--- config.mk ---
export PLATFORM = sky130hd
export DESIGN_NAME = burst_dma
export DESIGN_NICKNAME = d
export VERILOG_FILES = /design/src/rtl/dma_pkg.sv /design/src/rtl/dma_buf_addr_gen.sv /design/src/rtl/burst_dma.sv
export SDC_FILE = /design/constraint.sdc
export NUM_CORES = 1
export LEC_CHECK = 0
export CAP_MARGIN = 20
export CORE_AREA = 3 3 86 148
export CTS_CLUSTER_SIZE = 30
export DETAILED_ROUTE_END_ITERATION = 16
export DIE_AREA = 0 0 89 151
export PLACE_DENSITY = 0.76
export SYNTH_ARGS = -nofsm -noshare
export SYNTH_HDL_FRONTEND = slang
export SYNTH_SLANG_ARGS = --single-unit
--- constraint.sdc ---
create_clock -name clock -period 3.1 [get_ports clock]
set_input_delay 0.465 -clock clock [delete_from_list [all_inputs] [get_ports clock]]
set_output_delay 0.465 -clock clock [all_outputs]
set_load 0.05 [all_outputs]
--- src/rtl/dma_pkg.sv ---
// rtl/dma_pkg.sv - shared types and constants for the burst DMA engine
package dma_pkg;

    localparam int WORD_W = 32;
    // Word index must reach MAX_BURST (256) while counting dropped read words.
    localparam int IDX_W = 9;
    localparam logic [3:0] BE_ALL = 4'hF;

    typedef enum logic [2:0] {
        ST_IDLE,
        ST_REQUEST,
        ST_HANDSHAKE,
        ST_SEND,
        ST_RECEIVE,
        ST_END
    } dma_state_t;

    function automatic logic [7:0] clamp_count(input logic [7:0] word_count,
                                               input int unsigned max_burst);
        if (32'(word_count) >= max_burst)
            return 8'(max_burst - 1);
        return word_count;
    endfunction

endpackage

--- src/rtl/dma_buf_addr_gen.sv ---
// rtl/dma_buf_addr_gen.sv - buffer word address from burst start, index and accept
module dma_buf_addr_gen
    import dma_pkg::*;
#(
    parameter int BUF_AW = 9
) (
    input  logic [BUF_AW-1:0] start,
    input  logic [IDX_W-1:0]  index,
    input  logic              accept,
    output logic [BUF_AW-1:0] address
);

    // Adding accept looks one word ahead so the RAM read latency is hidden.
    assign address = start + BUF_AW'(index) + BUF_AW'(accept);

endmodule

--- src/rtl/burst_dma.sv ---
// rtl/burst_dma.sv - bus-master burst DMA between local buffer RAM and system bus
module burst_dma
    import dma_pkg::*;
#(
    parameter int BUF_AW    = 9,
    parameter int MAX_BURST = 16
) (
    input  logic              clock,
    input  logic              reset,

    input  logic              cmd_write,
    input  logic              cmd_read,
    input  logic [31:0]       cmd_bus_address,
    input  logic [3:0]        cmd_byte_enable,
    input  logic [BUF_AW-1:0] cmd_buf_start,
    input  logic [7:0]        cmd_word_count,
    output logic              cmd_ready,
    output logic              cmd_done,
    output logic              cmd_error,

    output logic [BUF_AW-1:0] buffer_address,
    output logic [31:0]       buffer_data_in,
    output logic              buffer_write_enable,
    input  logic [31:0]       buffer_data_out,

    input  logic [31:0]       address_dataIN,
    input  logic              end_transactionIN,
    input  logic              data_validIN,
    input  logic              busyIN,
    input  logic              errorIN,

    output logic [31:0]       address_dataOUT,
    output logic [3:0]        byte_enableOUT,
    output logic [7:0]        burst_sizeOUT,
    output logic              read_n_writeOUT,
    output logic              begin_transactionOUT,
    output logic              end_transactionOUT,
    output logic              data_validOUT,
    output logic              busyOUT,

    output logic              request,
    input  logic              granted
);

    dma_state_t        state;
    logic [WORD_W-1:0] addr_q;
    logic [3:0]        be_q;
    logic [BUF_AW-1:0] start_q;
    logic [7:0]        count_q;
    logic              is_read_q;
    logic [IDX_W-1:0]  index_q;

    logic              accept;
    logic              last_word;
    logic              in_range;
    logic [BUF_AW-1:0] gen_address;

    assign accept    = (state == ST_SEND) && !busyIN;
    assign last_word = (index_q == IDX_W'(count_q));
    assign in_range  = (index_q <= IDX_W'(count_q));

    dma_buf_addr_gen #(
        .BUF_AW (BUF_AW)
    ) u_addr_gen (
        .start   (start_q),
        .index   (index_q),
        .accept  (accept),
        .address (gen_address)
    );

    always_ff @(posedge clock or negedge reset) begin
        if (!reset) begin
            state     <= ST_IDLE;
            addr_q    <= '0;
            be_q      <= '0;
            start_q   <= '0;
            count_q   <= '0;
            is_read_q <= 1'b0;
            index_q   <= '0;
            cmd_done  <= 1'b0;
            cmd_error <= 1'b0;
        end else begin
            cmd_done  <= 1'b0;
            cmd_error <= 1'b0;
            case (state)
                ST_IDLE: begin
                    if (cmd_write || cmd_read) begin
                        addr_q    <= cmd_bus_address;
                        be_q      <= cmd_byte_enable;
                        start_q   <= cmd_buf_start;
                        count_q   <= clamp_count(cmd_word_count, MAX_BURST);
                        is_read_q <= !cmd_write;
                        index_q   <= '0;
                        state     <= ST_REQUEST;
                    end
                end
                ST_REQUEST: begin
                    if (errorIN) begin
                        state     <= ST_IDLE;
                        cmd_done  <= 1'b1;
                        cmd_error <= 1'b1;
                    end else if (granted) begin
                        state <= ST_HANDSHAKE;
                    end
                end
                ST_HANDSHAKE: begin
                    if (errorIN) begin
                        state     <= ST_IDLE;
                        cmd_done  <= 1'b1;
                        cmd_error <= 1'b1;
                    end else begin
                        state <= is_read_q ? ST_RECEIVE : ST_SEND;
                    end
                end
                ST_SEND: begin
                    if (errorIN) begin
                        state     <= ST_IDLE;
                        cmd_done  <= 1'b1;
                        cmd_error <= 1'b1;
                    end else if (!busyIN) begin
                        index_q <= index_q + IDX_W'(1);
                        if (last_word) begin
                            state    <= ST_END;
                            cmd_done <= 1'b1;
                        end
                    end
                end
                ST_RECEIVE: begin
                    if (errorIN) begin
                        state     <= ST_IDLE;
                        cmd_done  <= 1'b1;
                        cmd_error <= 1'b1;
                    end else begin
                        // Surplus words from the slave are dropped and stop advancing the index.
                        if (data_validIN && in_range)
                            index_q <= index_q + IDX_W'(1);
                        if (end_transactionIN) begin
                            state    <= ST_END;
                            cmd_done <= 1'b1;
                        end
                    end
                end
                ST_END: begin
                    state <= ST_IDLE;
                end
                default: begin
                    state <= ST_IDLE;
                end
            endcase
        end
    end

    always_comb begin
        cmd_ready            = (state == ST_IDLE);
        request              = (state == ST_REQUEST);
        busyOUT              = 1'b0;
        address_dataOUT      = '0;
        byte_enableOUT       = '0;
        burst_sizeOUT        = '0;
        read_n_writeOUT      = 1'b0;
        begin_transactionOUT = 1'b0;
        end_transactionOUT   = 1'b0;
        data_validOUT        = 1'b0;
        buffer_address       = '0;
        buffer_data_in       = '0;
        buffer_write_enable  = 1'b0;
        case (state)
            ST_HANDSHAKE: begin
                begin_transactionOUT = 1'b1;
                address_dataOUT      = addr_q;
                burst_sizeOUT        = count_q;
                byte_enableOUT       = (count_q == 8'd0) ? be_q : BE_ALL;
                read_n_writeOUT      = is_read_q;
                buffer_address       = gen_address;
            end
            ST_SEND: begin
                data_validOUT   = 1'b1;
                address_dataOUT = buffer_data_out;
                buffer_address  = gen_address;
            end
            ST_RECEIVE: begin
                buffer_address      = gen_address;
                buffer_data_in      = address_dataIN;
                buffer_write_enable = data_validIN && !errorIN && in_range;
            end
            ST_END: begin
                end_transactionOUT = !is_read_q;
            end
            default: begin
            end
        endcase
    end

endmodule

==> key figures <==
Outcome
  • Status: complete, but fails checks
  • Failing checks: negative setup slack

Power
  • Power Internal: 3.99 mW
  • Total leakage power: 3.21 nW
  • Logic gate share of total power: 65.6%
  • Sequential fraction of design power: 20.8%
  • Clk pwr share: 13.6%
  • Switching power total: 3.21 mW
  • Total power: 7.19 mW
  • VDD IR max: 0.000541 V
  • Switching share of power: 44.6%
  • Power Density: 982 mW/mm^2

Worst setup path
  • Critical path class: flip-flop to primary output
  • Critical path peak fanout: 2
  • Critical Path RT: 2.63 ns
  • Worst EP arrival: 3.08 ns
  • Startpoint Class: flip-flop
  • Path depth of the worst reg2reg path: 8
  • Setup crit end kind: primary output

Placement
  • Pre-CTS WS: -0.742 ns
  • Hpwl dp: 11,300 um
  • Buffers added on ports: 219
  • GPL Wtd Cong: 0.920
  • Cells after DPL: 753
  • Cell Area, Placed: 0.00694 mm^2

Floorplan
  • DIE HEIGHT: 151 um
  • Core region area: 0.0116 mm^2
  • I/O pins: 221
  • Row cnt: 52
  • Initial Utilization: 35.6%
  • Die Area: 0.0134 mm^2
  • Die Wd: 89 um

Min path
  • Class of the worst hold path: primary input to async pin

Synthesis
  • Synth area leader: dfrtp_1
  • Multiplexer share of the synthesized area: 11.7%
  • Synth Area in Compound Gates: 19.2%
  • Adder-cell area share of the yosys netlist: 5.80%
  • Yosys reg bits: 68
  • Simple-gate share of the synthesized area: 16.4%
  • Top cell type's share of synthesized area: 41.1%
  • Number of enable flip-flop cells after synthesis: 0
  • Synthesis warning total: 0
  • Netlist cell types: 54
  • Fraction of registers with async set/reset: 100%
  • Largest family of logic cells by synthesized area: compound AO/OA/AOI/OAI gates
  • Synthesized Nets: 554
  • Ys flop type: dfrtp_1
  • Cell Area, Synth: 0.00414 mm^2
  • Seq/Total Area, Yosys: 41.1%
  • Number of cells produced by synthesis: 410
  • Synth area leaders: dfrtp_1, mux2_2, a22o_1
  • Synth Area in XOR/XNOR: 1.06%
  • Syn_area_per_cell: 10.1 um^2

Routing
  • Via count: 4,171
  • Drt total wl: 14,400 um
  • Residual DRC: 0
  • Violation count after the first detailed-route iteration: 100
  • Via-per-instance ratio: 5.38
  • DR pass1 iterations: 4
  • Post-DRT Antenna Nets: 0
  • DR WL/cell: 18.6 um

Timing
  • Slew HR: 39.9%
  • Fin worst setup slack: -0.441 ns
  • RSZ-0062 raised after global routing: true
  • Period utilisation layout: 114%
  • Slew Viols, Final: 0
  • Final Hold Vio Count: 0
  • Final setup vio count: 6
  • Final worst path period need: 3.54 ns
  • Worst slew pin tran: 0.901 ns
  • Worst hold slack: 0.328 ns
  • Fmax: 282 MHz
  • Clk_skew: 0.00802 ns

Final layout
  • Leading cell type in the layout, fill and taps excluded: clkdlybuf4s50_1
  • Share of layout cells above drive strength 1: 29.7%
  • Final Cell Area: 0.00732 mm^2
  • Post-route insts no fill: 775
  • N_diodes: 0
  • Commonest cells after routing, fill and taps aside: clkdlybuf4s50_1, dfrtp_1, buf_4
  • Layout fillers: 912
  • Fin nets: 779
  • Area Growth Syn to Fin: 76.7%

Clocking
  • CTS tree: done
  • Insertion delay of the later-clocked pin in the worst-skew pair: 0.33 ns
  • Clock transition at path regs: 0.06 ns
  • Max Root-Sink Buffers: 2
  • CTS sink count: 68
  • H-tree depth: 3
  • Num CTS Buffers: 9
  • Root buf cell: clkbuf_16

Run
  • Total of max-cap violations: 0

Global routing
  • Largest net degree at the start of global routing: 69
  • Initial antenna violation count: 0
  • Overall Global Routing Usage: 21.1%
  • Number of global-route vias before repair: 4,322
  • Grt ovf: 0
  • First-pass GRT wire length: 21,700 um
-- flip-flops by register name (all words and copies together) (netlist names) --
register / cells
be_q: 4
cmd_done: 1
index_q: 9
count_q: 8
state: 3
cmd_error: 1
addr_q: 32
start_q: 9
is_read_q: 1
-- cells by family after synthesis --
group,Yosys count
AND/OR/NAND/NOR,122
XOR/XNOR,5
AO/OA/AOI/OAI,108
buffers and inverters,45
flip-flops,68
multiplexers,43
adder cells (fa/ha/maj),18
other,1
-- timing repair --
item / 4_1_cts / 5_1_grt
gates resized for setup: 9 / 5
pin swaps: 5 / 7
hold buffers: 0 / 0
endpoints found under the setup margin: 7 / 7
endpoints found under the hold margin: 0 / 0
buffers inserted: 4 / 2
-- metrics by stage --
stage	utilization, %	setup TNS [ns]
2_1_floorplan	-	-0.634
3_3_place_gp	59.6	-1.74
3_5_place_dp	59.6	-2.22
4_1_cts	62.5	-1.22
5_1_grt	62.9	-2.55
6_report	62.9	-1.80
-- cell usage after synthesis, drive strengths merged, types with 4 or more instances --
master / instances
dfrtp: 68
mux2: 43
and3: 38
o21ai: 36
a22o: 32
nor2: 23
inv: 18
ha: 16
buf: 15
clkbuf: 12
nand2: 11
nor3: 11
a21oi: 10
o31ai: 9
nand3: 8
or3: 7
nand2b: 6
a311oi: 4
and2: 4
nor2b: 4
o21a: 4
-- path summary, 6_finish.rpt --
kind,startpoint,endpoint,slack (ns)
max in group asynchronous,reset,index_q[7]$_DFFE_PN0P_,2.16
worst min register to register,be_q[1]$_DFFE_PN0P_,be_q[1]$_DFFE_PN0P_,0.50
worst min-delay path,reset,start_q[3]$_DFFE_PN0P_,0.33
worst max-delay path,state[2]$_DFFE_PN0P_,buffer_address[8],-0.44
min in group clock,be_q[1]$_DFFE_PN0P_,be_q[1]$_DFFE_PN0P_,0.50
worst max register to register,count_q[2]$_DFFE_PN0P_,index_q[5]$_DFFE_PN0P_,0.86
-- layout make-up --
class	count	area (um^2)	share of cell area (%)
Inverter	18	67.6	0.923
Sequential cell	68	1700	23.2
Multi-Input combinational cell	297	2320	31.7
Timing Repair Buffer	241	2770	37.8
Clock inverter	3	20.0	0.273
Tap cell	135	169	2.31
Clock buffer	13	270	3.69
-- layer usage --
metal	vias up	wire [um]	share of wire (%)	GRT usage, %
li1	1960	-	-	-
met1	2026	5250	36	23.6
met2	153	8030	56	37.4
met3	32	745	5.2	5.17
met4	0	419	2.9	8.79
met5	-	0	0	0
-- worst max-delay path, stage by stage (launching register included) --
cell and delay (ns):
dfrtp_1 0.38, nand2b_4 0.14, or3_4 0.36, fa_2 0.38, fa_2 0.35, nor2b_2 0.14, o21ai_1 0.07, nand2b_1 0.13
a311oi_1 0.11, or3_1 0.33, a21oi_2 0.18, buf_12 0.16
-- power groups by stage --
stage	registers, mW	clock network (mW)	logic (mW)
6_report	1.50	0.982	4.72
5_1_grt	1.54	1.04	4.97
3_5_place_dp	1.51	0	4.66
2_1_floorplan	1.46	0	2.76
4_1_cts	1.50	1.00	4.70
3_3_place_gp	1.48	0	4.58
Note: power is estimated with default switching activity, not from simulation.
